File: config.mk
export PLATFORM = sky130hd
export DESIGN_NAME = uart_tx_arbiter
export DESIGN_NICKNAME = d
export VERILOG_FILES = /design/src/rtl/uart_arb_pkg.sv /design/src/rtl/uart_rr_pick.sv /design/src/rtl/uart_tx_arbiter.sv
export SDC_FILE = /design/constraint.sdc
export NUM_CORES = 1
export LEC_CHECK = 0
export BUFFER_PORTS_ARGS = -buffer_cell sky130_fd_sc_hd__buf_2
export CORE_UTILIZATION = 43
export CTS_CLUSTER_SIZE = 24
export DETAILED_ROUTE_END_ITERATION = 7
export PLACE_DENSITY_LB_ADDON = 0.15
export SLEW_MARGIN = 20
export SYNTH_ARGS = -nofsm -noshare
export SYNTH_HDL_FRONTEND = slang
export SYNTH_SLANG_ARGS = --single-unit
File: constraint.sdc
create_clock -name i_clk -period 3.1 [get_ports i_clk]
set_clock_uncertainty 0.1 [all_clocks]
set_input_delay 0.62 -clock i_clk [delete_from_list [all_inputs] [get_ports i_clk]]
set_output_delay 0.62 -clock i_clk [all_outputs]
set_load 0.05 [all_outputs]
File: src/rtl/uart_arb_pkg.sv
// Shared types and helpers for the UART transmit arbiter.
// The header builder is used only when UART_ARB_TAG_EN is defined.
package uart_arb_pkg;

   typedef enum logic [1:0] {
      IDLE = 2'd0,
      HDR  = 2'd1,
      XFER = 2'd2
   } arb_state_e;

   localparam logic [3:0] TagNibble = 4'hF;

   // Header byte announcing which requester owns the following bytes.
   function automatic logic [7:0] build_header(input logic [3:0] id);
      return {TagNibble, id};
   endfunction

endpackage

File: src/rtl/uart_rr_pick.sv
// Combinational rotating-priority picker: searches upward from the
// requester after last_grant and returns the first valid index.
module uart_rr_pick #(
   parameter int NumReq = 4,
   parameter int IdW    = $clog2(NumReq)
) (
   input  logic [NumReq-1:0] valid,
   input  logic [IdW-1:0]    last_grant,
   output logic [IdW-1:0]    grant,
   output logic              any
);

   always_comb begin
      int idx;
      idx   = 0;
      grant = '0;
      any   = 1'b0;
      // i runs 1..NumReq so the last granted requester is checked last.
      for (int i = 1; i <= NumReq; i++) begin
         idx = (int'(last_grant) + i) % NumReq;
         if (!any && valid[idx[IdW-1:0]]) begin
            any   = 1'b1;
            grant = idx[IdW-1:0];
         end
      end
   end

endmodule

File: src/rtl/uart_tx_arbiter.sv
// Round-robin arbiter sharing one UART TX byte port between NumReq streams.
// Define UART_ARB_TAG_EN to prefix every grant with a {F, id} header byte.
module uart_tx_arbiter
   import uart_arb_pkg::*;
#(
   parameter int NumReq     = 4,
   parameter int DataLength = 8,
   parameter int MaxBurst   = 16
) (
   input  logic                         i_clk,
   input  logic                         i_rst_n,
   input  logic [NumReq-1:0]            i_req_valid,
   input  logic [NumReq*DataLength-1:0] i_req_data,
   input  logic [NumReq-1:0]            i_req_last,
   output logic [NumReq-1:0]            o_req_ready,
   output logic [DataLength-1:0]        o_tx_data,
   output logic                         o_tx_req,
   input  logic                         i_tx_rdy,
   output logic [$clog2(NumReq)-1:0]    o_grant_id,
   output logic                         o_busy
);

   localparam int IdW  = $clog2(NumReq);
   localparam int CntW = $clog2(MaxBurst + 1);

   arb_state_e      state;
   arb_state_e      state_nxt;
   logic [IdW-1:0]  grant_id;
   logic [CntW-1:0] count;
   logic [IdW-1:0]  pick_id;
   logic            pick_any;
   logic            beat;
   logic            msg_last;
   logic            burst_done;

   uart_rr_pick #(
      .NumReq (NumReq),
      .IdW    (IdW)
   ) u_pick (
      .valid      (i_req_valid),
      .last_grant (grant_id),
      .grant      (pick_id),
      .any        (pick_any)
   );

   always_ff @(posedge i_clk or negedge i_rst_n) begin
      if (!i_rst_n) begin
         state    <= IDLE;
         grant_id <= IdW'(NumReq - 1);
         count    <= '0;
      end else begin
         state <= state_nxt;
         if (state == IDLE && pick_any) begin
            grant_id <= pick_id;
            count    <= '0;
         end else if (state == XFER && beat) begin
            count <= count + CntW'(1);
         end
      end
   end

   // Valid/ready: a byte moves from the granted requester when valid and
   // ready are both high at a clock edge; ready simply mirrors i_tx_rdy.
   always_comb begin
      state_nxt   = state;
      o_req_ready = '0;
      o_tx_req    = 1'b0;
      o_tx_data   = '0;
      beat        = 1'b0;
      msg_last    = i_req_last[grant_id];
      burst_done  = (count + CntW'(1)) == CntW'(MaxBurst);
      case (state)
         IDLE: begin
            if (pick_any) begin
`ifdef UART_ARB_TAG_EN
               state_nxt = HDR;
`else
               state_nxt = XFER;
`endif
            end
         end
`ifdef UART_ARB_TAG_EN
         HDR: begin
            o_tx_req  = i_tx_rdy;
            o_tx_data = DataLength'(build_header(4'(grant_id)));
            if (i_tx_rdy) state_nxt = XFER;
         end
`endif
         XFER: begin
            o_req_ready[grant_id] = i_tx_rdy;
            o_tx_req  = i_req_valid[grant_id] & i_tx_rdy;
            o_tx_data = i_req_data[grant_id*DataLength +: DataLength];
            beat      = o_tx_req;
            // Forced release hands the remainder of a long message to a new grant.
            if (beat && (msg_last || burst_done)) state_nxt = IDLE;
         end
         default: state_nxt = IDLE;
      endcase
   end

   assign o_grant_id = grant_id;
   assign o_busy     = (state != IDLE);

endmodule

# Yosys cells after proc, flatten, opt, wreduce, memory -nomap -nowiden
# Cells that the tools add are included.
dict set report totals {
  register_bits 9
  in_bits 43
}
dict set report op_classes {
  n_shift 1
  muxes 30
  bitwise 2
  eq_ne 4
  n_reduce_logical 15
  magnitude_cmp 6
  add_sub_neg 5
}
# operator count
set op_table {}
lappend op_table {{$shiftx 32x6->8} 1}
lappend op_table {{$lt 2x3->1 const B} 5}
lappend op_table {{$bmux 1 s2} 6}
lappend op_table {{$mux 1} 12}
lappend op_table {{$mux 2} 6}
lappend op_table {{$mux 5} 2}
lappend op_table {{$mux 8} 1}
lappend op_table {{$logic_and 1x1->1} 7}
lappend op_table {{$add 5x1->5 const B} 1}
lappend op_table {{$eq 5x5->1 const B} 1}
lappend op_table {{$add 2x1->2 const B} 2}
lappend op_table {{$add 2x2->2 const B} 2}
lappend op_table {{$and 4x4->4} 1}
lappend op_table {{$mux 4} 1}
lappend op_table {{$pmux 2 s2} 1}
lappend op_table {{$reduce_bool 2->1} 2}
lappend op_table {{$logic_not 1->1} 3}
lappend op_table {{$demux 1 s2} 1}
lappend op_table {{$eq 2x2->1 const B} 1}
lappend op_table {{$ge 2x1->1 const B} 1}
lappend op_table {{$logic_not 2->1} 1}
lappend op_table {{$ne 2x1->1 const B} 1}
lappend op_table {{$ne 2x2->1 const B} 1}
lappend op_table {{$reduce_and 2->1} 1}
lappend op_table {{other kinds (2)} 2}

# Longest topological paths before layout
# Gate-level depths: netlist (run 1).
dict set report logic_depth {
  depth_word 15
  depth_mapped 9
  depth_no_buf 6
}

# By module
# Synthesis (run 1) repeated with hierarchy kept, for this count alone.
dict set report hier_totals {
  cells_unflattened 77
  area_unflattened_um2 837.1
}
# mod area_each_um2 instances cells_per_inst
set by_module_without_submodules {}
lappend by_module_without_submodules {uart_tx_arbiter 745.7 1 63}
lappend by_module_without_submodules {uart_rr_pick 91.3 1 14}

# Worst setup path before layout (run 1)
# Ideal clock, no wire load.
dict set report synth_path {
  path_kind {register -> register}
  from {reg grant_id[0] (netlist: o_grant_id[0])}
  to {reg grant_id[0] (netlist: o_grant_id[0])}
  slack_ns 0.370
  stages_incl_launch_ff 10
  required_ns 2.906
  n_path_buf 3
  synth_period_minus_slack_ns 2.730
  arrival_time_ns 2.536
  cell_sequence {dfstp_2 buf_6 buf_2 inv_1 ha_1 buf_1 mux4_2 nand2b_4 a311oi_1 a311oi_1}
}
dict set report synth_via {
  elab_chain_len 14
}
# item line_no
set synth_lines {}
lappend synth_lines {{start, declared} uart_tx_arbiter.sv:28} ;# logic [IdW-1:0] grant_id;
lappend synth_lines {{start signal, assigned} uart_tx_arbiter.sv:49} ;# grant_id <= IdW'(NumReq - 1);
lappend synth_lines {{start signal, assigned} uart_tx_arbiter.sv:54} ;# grant_id <= pick_id;
lappend synth_lines {{$add 2x1->2} uart_rr_pick.sv:20} ;# idx = (int'(last_grant) + i) % NumReq;
lappend synth_lines {{$bmux 1 s2} uart_rr_pick.sv:21} ;# if (!any && valid[idx[IdW-1:0]]) begin
lappend synth_lines {{$mux 1 (implied by the code)} uart_rr_pick.sv:21}
lappend synth_lines {{$mux 1} uart_rr_pick.sv:21}
lappend synth_lines {{$logic_not 1->1} uart_rr_pick.sv:21}
lappend synth_lines {{$logic_and 1x1->1} uart_rr_pick.sv:21}
lappend synth_lines {{$mux 1} uart_rr_pick.sv:21}
lappend synth_lines {{$logic_not 1->1} uart_rr_pick.sv:21}
lappend synth_lines {{$logic_and 1x1->1} uart_rr_pick.sv:21}
lappend synth_lines {{$mux 1} uart_rr_pick.sv:21}
lappend synth_lines {{$logic_not 1->1} uart_rr_pick.sv:21}
lappend synth_lines {{$logic_and 1x1->1} uart_rr_pick.sv:21}
lappend synth_lines {{$mux 1} uart_rr_pick.sv:21}
lappend synth_lines {{$logic_and 1x1->1} uart_tx_arbiter.sv:53} ;# if (state == IDLE && pick_any) begin
# Several ways; a longest one is shown, not always the timed one. The select of a mux whose other input is x is not followed.
# A chain may end at the register's enable or synchronous reset.

# Final worst setup path (run 1)
dict set report layout_path {
  from {reg grant_id[1] (netlist: o_grant_id[1])}
  to {out o_tx_req}
}
dict set report layout_via {
  elab_chain_len 4
}
# item line_no
set layout_lines {}
lappend layout_lines {{$bmux 1 s2} uart_tx_arbiter.sv:91} ;# o_tx_req = i_req_valid[grant_id] & i_tx_rdy;
lappend layout_lines {{$mux 1 (implied by the code)} uart_tx_arbiter.sv:91}
lappend layout_lines {{$and 1x1->1} uart_tx_arbiter.sv:91}
lappend layout_lines {{$mux 1} uart_tx_arbiter.sv:72} ;# case (state)
lappend layout_lines {{end, declared} uart_tx_arbiter.sv:17} ;# output logic o_tx_req,
# Every way passes these cells. The select of a mux whose other input is x is not followed.

==> impl_metrics.tcl, run 1 <==
set metrics [dict create \
    cts-hold-fix-buffers 0 \
    nNetsFinal 196 \
    tns_ns 0 \
    coreArea_um2 2040 \
    ctsResizeCount 0 \
    status "complete, no violations" \
    finalHoldWorstSlack_ns 0.0924 \
    cp-start-kind "flop" \
    n_antenna_cell 0 \
    antenna_found_initial 0 \
    antenna_left 0 \
    yosys.area.top_type "mux4_2" \
    grt_pass1_wl_um 3870 \
    arrival_ns 2.11 \
    crit_chain "mux4_2 -> and3_1 -> buf_2" \
    first_iter_violations 37 \
    syn2layout_area_growth_pct 32.7 \
    insertion_delay_ns 0.25 \
    gp_congestion 0.919 \
    rows 16 \
    die_area_um2 2440 \
    avgSynthCellArea_um2 10.6 \
    cp_max_fo 17 \
    hold_viol 0 \
    synth_area_um2 967 \
    critical_path.slowest_cell "dfstp_2" \
    layout_min_cycle_time_ns 2.83 \
    synth-seq-cells 8 \
    root_buffer "clkbuf_4" \
    post_cts.repair.setup_buffers 0 \
    ys_seq_area_frac 0.210 \
    vias 965 \
    max_stage_delay_ns 0.75 \
    firstDrtPassIters 4 \
    power_leakage_nw 0.637 \
    vias_per_cell 5.58 \
    clock_tree.buffer_depth 2 \
    die_w_um 49.4 \
    vdd_drop_max_mv 0.532 \
    cts_sinks 8 \
    crit_type "flop to output port" \
    start_util 0.474 \
    cts_tree "done" \
    ios 59 \
    drv_slew 0 \
    grt_max_degree 23 \
    routedWlPerCell_um 14.2 \
    grt_overflow 0 \
    wirelength_um 2450 \
    synthDistinctLibCells 29 \
    first_global_vias 850 \
    worst_pin_slew_ns 0.560 \
    crit_path_end_kind "output port" \
    fillCellCount 179 \
    finalSetupViolations 0 \
    port_buffers 58 \
    drc 0 \
    hp-class "input port to async pin" \
    dp_hpwl_um 1940 \
    yosysMostFrequentCell "mux4_2" \
    synth_edf_count 0 \
    powerDensity_nw_per_um2 936 \
    numCtsBuffers 3 \
    maxCapViolations 0 \
    drive_above_1_share 0.548 \
    cts-htree-levels 1 \
    final_util 0.629 \
    yosysTopAreaCellShare 0.303 \
    fmax_ghz 0.353 \
    fin_crit_sh 0.914 \
    rsz0062_at_grt "false" \
    die_h_um 49.4 \
    relSlewSlack 0.627 \
    ys_top_cells_by_area "mux4_2, dfrtp_1, ha_1" \
    synth_common_cells "mux4_2, nor2_1, and2_1" \
    synth_warnings 0 \
    ys_async_sr_fraction 1.00 \
    worst_ep_required_time_ns 2.38 \
    gr-usage-all-layers 0.207 \
    synth_ff_type "dfrtp_1" \
    clk_pin_slew_ns 0.05 \
    synthCells 91 \
    syn_nets 139 \
]
==> flip-flops by register name, summed over array words and instances, names as in the netlist <==
| name | flops |
|---|---|
| count | 5 |
| o_grant_id | 2 |
| state | 1 |
==> per-stage QoR <==
step                      total power, mW  setup slack, ns  area [µm²]  cells
after floorplan                     0.951            0.370         967     91
after global placement               1.11            0.570        1260    170
after detailed placement             1.13            0.515        1260    170
after CTS                            1.21            0.264        1280    173
after global routing                 1.28            0.196        1280    173
final                                1.20            0.268        1280    173
==> layer usage <==
metal	up-vias	GRT usage	part of all wire
met4	0	0.0381	0
met5	-	0	0
met1	444	0.258	0.42
met2	57	0.336	0.46
li1	464	-	-
met3	0	0.0872	0.12
==> worst paths after layout <==
path | start | to | slack (ns) | cells after the start
max | o_grant_id[1]$_DFFE_PN1P_ | o_tx_req | 0.27 | 3
min reg2reg | count[4]$_DFFE_PN0P_ | count[4]$_DFFE_PN0P_ | 0.47 | 2
min in group i_clk | count[4]$_DFFE_PN0P_ | count[4]$_DFFE_PN0P_ | 0.47 | 2
max in group asynchronous | i_rst_n | o_grant_id[0]$_DFFE_PN1P_ | 2.56 | 1
max reg2reg | o_grant_id[1]$_DFFE_PN1P_ | o_grant_id[0]$_DFFE_PN1P_ | 0.54 | 6
min | i_rst_n | count[4]$_DFFE_PN0P_ | 0.09 | 1
==> logic make-up after synthesis <==
| group | synth area share |
|---|---|
| simple gates | 0.224 |
| mux | 0.325 |
| compound gates | 0.0906 |
| buf+inv | 0.0504 |
| flops | 0.210 |
| fa+ha+maj | 0.0647 |
| xor+xnor | 0.0362 |
==> final cells by class <==
type,count,area [µm²],area share
tap,27,33.8,0.0263
multi-input combinational,73,716,0.558
timing repair buffer,59,298,0.232
inverter,3,11.3,0.00877
sequential,8,203,0.158
clock buffer,3,22.5,0.0175
==> cells in the final DEF, fill, tap and decap left out, types with 3 or more instances in the layout <==
cell type	n
nor2_1	9
inv_1	3
nand4_1	3
clkbuf_4	3
buf_2	58
xor2_1	3
dfrtp_1	6
a21oi_1	4
and3_1	7
and2_1	8
ha_1	5
a311oi_1	3
nand2_1	3
mux4_2	13
==> critical path, delay by kind of cell, from the launching register on <==
kind                   cells  cell delay (ns)
buffers and inverters      1             0.23
flip-flops                 1             0.75
multiplexers               1             0.61
AND/OR/NAND/NOR            1             0.27
==> power breakdown <==
group | internal, mW | switching (mW)
Clock | 0.0441 | 0.0319
Combinational | 0.335 | 0.541
Sequential | 0.148 | 0.103
Total | 0.527 | 0.675
(Power assumes the default switching activity.)
==> run 2, diff against run 1 <==
Settings changed: BUFFER_PORTS_ARGS -buffer_cell sky130_fd_sc_hd__buf_2 to -buffer_cell sky130_fd_sc_hd__buf_4.
==> run 2 against run 1 <==
  * Final cell count unchanged
  * Critical path depth unchanged
  * Clock power increased by 2.9%
  * Sequential share of layout area decreased by 1.6 points
  * Power increased by 6.7%
  * Register-to-register slack improved by 0.08 ns
  * Setup slack improved by 0.020 ns
  * First-iteration DRC count decreased by 59%
  * Core utilization increased by 7.1 points
  * Sequential power about the same
  * Clock-buffer cell count unchanged
==> impl_metrics.tcl, run 2 (synthesis results as in run 1) <==
set metrics [dict create \
    cp_max_fo 17 \
    tns_ns 0 \
    largest_register_ffs 5 \
    firstDrtPassIters 4 \
    die_area_um2 2440 \
    place_ws_ns 0.560 \
    max_stage_delay_ns 0.75 \
    fmax_ghz 0.356 \
    drive_above_1_share 0.548 \
    setup.worst_path.start "o_grant_id[1]$_DFFE_PN1P_" \
    grt_max_degree 23 \
    nNetsFinal 196 \
    cts-htree-levels 1 \
    gp_congestion 0.888 \
    powerDensity_nw_per_um2 898 \
    final_common_cell "buf_4" \
    numCtsBuffers 3 \
    grt_overflow 0 \
    die_h_um 49.4 \
    worst_ep_required_time_ns 2.38 \
    finalSetupViolations 0 \
    syn2layout_area_growth_pct 47.7 \
    routedWlPerCell_um 15.5 \
    grt_pass1_wl_um 4350 \
    rsz0062_at_grt "false" \
    insertion_delay_ns 0.25 \
    crit_family "flip-flops" \
    coreArea_um2 2040 \
    final_cell_area_um2 1430 \
    vias_per_cell 5.76 \
    place_inst 170 \
    cp-start-kind "flop" \
    relSlewSlack 0.588 \
    maxCapViolations 0 \
    arrival_ns 2.09 \
    rows 16 \
    finalHoldWorstSlack_ns 0.0774 \
    first_global_vias 991 \
    place_area_um2 1410 \
    gr-usage-all-layers 0.235 \
    post_cts.repair.setup_buffers 0 \
    root_buffer "clkbuf_4" \
    vias 996 \
    ctsResizeCount 0 \
    dp_hpwl_um 2070 \
    worst_pin_slew_ns 0.619 \
    wirelength_um 2680 \
    cts_tree "done" \
    vdd_drop_max_mv 0.552 \
    antenna_left 0 \
    fin_cells 173 \
    layout_common_cells "buf_4, mux4_2, nor2_1" \
    design_power_total_mw 1.28 \
    critical_path.slowest_cell "dfstp_2" \
    r2r_start "o_grant_id[0]$_DFFE_PN1P_" \
    drc 0 \
    crit_type "flop to output port" \
    clock_tree.buffer_depth 2 \
    fin_crit_sh 0.907 \
    layout_min_cycle_time_ns 2.81 \
    setup_ws_ns 0.288 \
    drv_slew 0 \
    hold_viol 0 \
    status "complete, no violations" \
    cp_num_buf_inv 1 \
    clk_pin_slew_ns 0.05 \
    regMostFlops "count" \
    power_leakage_nw 0.683 \
    crit_chain "mux4_2 -> and3_1 -> buf_4" \
    die_w_um 49.4 \
    hp-class "input port to async pin" \
    ios 59 \
    first_iter_violations 15 \
    crit_path_end_kind "output port" \
    final_util 0.700 \
    cts_sinks 8 \
    port_buffers 58 \
    antenna_found_initial 0 \
    n_antenna_cell 0 \
    start_util 0.474 \
    cts-hold-fix-buffers 0 \
]
run 2: cell types whose count changed in the layout (fill, tap and decap cells not counted):
cell | previous run | this run
buf_2 | 58 | 0
buf_4 | 1 | 59
run 2: final timing paths:
kind	end	slack [ns]	cells after the start
setup / recovery	o_tx_req	0.29	3
hold / removal	count[4]$_DFFE_PN0P_	0.08	1
setup reg to reg	count[0]$_DFFE_PN0P_	0.62	6
hold reg to reg	count[4]$_DFFE_PN0P_	0.45	2
max in group asynchronous	o_grant_id[0]$_DFFE_PN1P_	2.61	1
min in group i_clk	count[4]$_DFFE_PN0P_	0.45	2
run 2: metal layers:
| layer | share of wire | vias up | track usage |
|---|---|---|---|
| li1 | - | 460 | - |
| met1 | 0.41 | 475 | 0.273 |
| met2 | 0.49 | 59 | 0.416 |
| met3 | 0.093 | 2 | 0.0717 |
| met4 | 0.0045 | 0 | 0.0619 |
| met5 | 0 | - | 0 |
run 2: where the power goes:
group	internal (mW)	total [mW]	leakage [nW]	switching [mW]
Combinational	0.402	0.951	0.572	0.550
Sequential	0.148	0.253	0.0966	0.105
Clock	0.0442	0.0782	0.0138	0.0340
run 2: worst reg2reg max path, cell delays in order, from the launching register on:
cell and delay [ns]:
dfstp_2 0.78, inv_1 0.16, ha_1 0.46, mux4_2 0.36, nor2_1 0.21, a21oi_1 0.19, nor2_1 0.16
run 2: cell type report:
type | instances | area, µm²
sequential | 8 | 203
fill | 173 | 613
timing repair buffer | 59 | 443
clock buffer | 3 | 22.5
inverter | 3 | 11.3
multi-input combinational | 73 | 716
tap | 27 | 33.8
==> run 3, diff against run 2 <==
Settings changed: GPL_TIMING_DRIVEN set to 0.
==> run 3 against run 2 <==
  * First-iteration DRC count up 110%
  * Final cell count is 4.0% higher
  * Maximum frequency decreased by 0.94%
  * Clock-buffer cell count increased by 1
  * Core utilization rose by 1.8 points
  * Setup slack worse by 0.027 ns
  * Power increased by 2.9%
==> impl_metrics.tcl, run 3 (synthesis results as in run 1) <==
set metrics [dict create \
    status "complete, no violations" \
    start_util 0.474 \
    cts-htree-levels 1 \
    r2r.worst_path.cells 9 \
    arrival_ns 2.12 \
    power_leakage_nw 0.702 \
    crit_type "flop to output port" \
    drc 0 \
    routedWlPerCell_um 15.3 \
    layout_common_cells "buf_4, mux4_2, nor2_1" \
    tns_ns 0 \
    port_buffers 58 \
    maxCapViolations 0 \
    crit_path_end_kind "output port" \
    grt_pass1_wl_um 4330 \
    ios 59 \
    cts_sinks 8 \
    grt_max_degree 11 \
    r2r_start "o_grant_id[0]$_DFFE_PN1P_" \
    syn2layout_area_growth_pct 51.5 \
    crit_chain "buf_6 -> clkbuf_4 -> mux4_2 -> and2_1 -> buf_4" \
    vias_per_cell 5.61 \
    hold_viol 0 \
    die_w_um 49.4 \
    multi_input_area_um2 716 \
    place_inst 176 \
    gp_congestion 0.921 \
    powerDensity_nw_per_um2 901 \
    die_area_um2 2440 \
    layout_min_cycle_time_ns 2.84 \
    final_cell_area_um2 1470 \
    dp_hpwl_um 2140 \
    place_ws_ns 0.228 \
    regArea_um2 203 \
    clock_tree.buffer_depth 2 \
    fin_crit_sh 0.916 \
    regMostFlops "count" \
    first_global_vias 920 \
    rsz0062_at_grt "false" \
    largest_register_ffs 5 \
    final_common_cell "buf_4" \
    gr-usage-all-layers 0.238 \
    finalSetupViolations 0 \
    antenna_left 0 \
    grt_overflow 0 \
    cp_max_fo 10 \
    cp-start-kind "flop" \
    root_buffer "clkbuf_4" \
    critical_path.slowest_cell "dfstp_2" \
    vias 1009 \
    die_h_um 49.4 \
    r2r_slack_ns 0.29 \
    worst_ep_required_time_ns 2.38 \
    numCtsBuffers 3 \
    insertion_delay_ns 0.26 \
    nNetsFinal 202 \
    rows 16 \
    setup_ws_ns 0.261 \
    first_iter_violations 32 \
    drv_slew 0 \
    wirelength_um 2750 \
    r2r-end "count[1]$_DFFE_PN0P_" \
    clk_pin_slew_ns 0.06 \
    fillCellCount 169 \
    firstDrtPassIters 4 \
    place_area_um2 1440 \
    n_antenna_cell 0 \
    coreArea_um2 2040 \
    antenna_found_initial 0 \
    worst_pin_slew_ns 0.453 \
    drive_above_1_share 0.542 \
    fin_cells 180 \
    cts_tree "done" \
    fmax_ghz 0.352 \
    hp-class "input port to async pin" \
    relSlewSlack 0.698 \
    max_stage_delay_ns 0.57 \
    vdd_drop_max_mv 0.545 \
]
-- run 3: worst max-delay path, delay by kind of cell, from the launching register on --
| kind | cells | cell delay, ns |
|---|---|---|
| buf+inv | 3 | 0.61 |
| simple gates | 1 | 0.17 |
| mux | 1 | 0.52 |
| flops | 1 | 0.57 |
-- run 3: report_power, final --
group	switching, mW	internal (mW)
combinational	0.616	0.416
clock	0.0423	0.0497
sequential	0.0488	0.147
-- run 3: how the worst max path moves through the flow --
| stage | start | slack [ns] | to |
|---|---|---|---|
| after CTS | o_grant_id[0]$_DFFE_PN1P_ | 0.18 | o_tx_data[6] |
| after floorplan | o_grant_id[0]$_DFFE_PN1P_ | 0.37 | o_grant_id[0]$_DFFE_PN1P_ |
| after detailed placement | o_grant_id[0]$_DFFE_PN1P_ | 0.23 | count[1]$_DFFE_PN0P_ |
| after global routing | o_grant_id[0]$_DFFE_PN1P_ | 0.09 | o_grant_id[0]$_DFFE_PN1P_ |
| final | o_grant_id[0]$_DFFE_PN1P_ | 0.26 | o_tx_data[5] |
| after global placement | o_grant_id[0]$_DFFE_PN1P_ | 0.28 | o_grant_id[0]$_DFFE_PN1P_ |
-- run 3: per-stage QoR --
| stage | utilization | total power [mW] | hold WS (ns) |
|---|---|---|---|
| floorplan | - | 0.951 | 0.224 |
| global placement | 0.703 | 1.21 | 0.344 |
| detailed placement | 0.703 | 1.22 | 0.345 |
| CTS | 0.716 | 1.32 | 0.0639 |
| global route | 0.718 | 1.40 | 0.0588 |
| finish | 0.718 | 1.32 | 0.0632 |
-- run 3: cell type report --
type,instances,area share
repair buffers,58,0.297
inverters,3,0.00769
flip-flops and latches,8,0.138
well taps,27,0.0231
multi-input cells,73,0.488
clock buffers,4,0.0179
plain buffers,7,0.0273
-- run 3: what timing repair did --
item                                    in CTS  in global routing
endpoints found under the setup margin       0                  1
buffers inserted                             0                  0
hold buffers                                 0                  0
gates resized for setup                      0                  1
-- run 3: metal layers --
layer	wire (µm)	global-route usage
met4	50	0.0905
met2	1320	0.386
met5	0	0
met1	1090	0.296
met3	284	0.0748
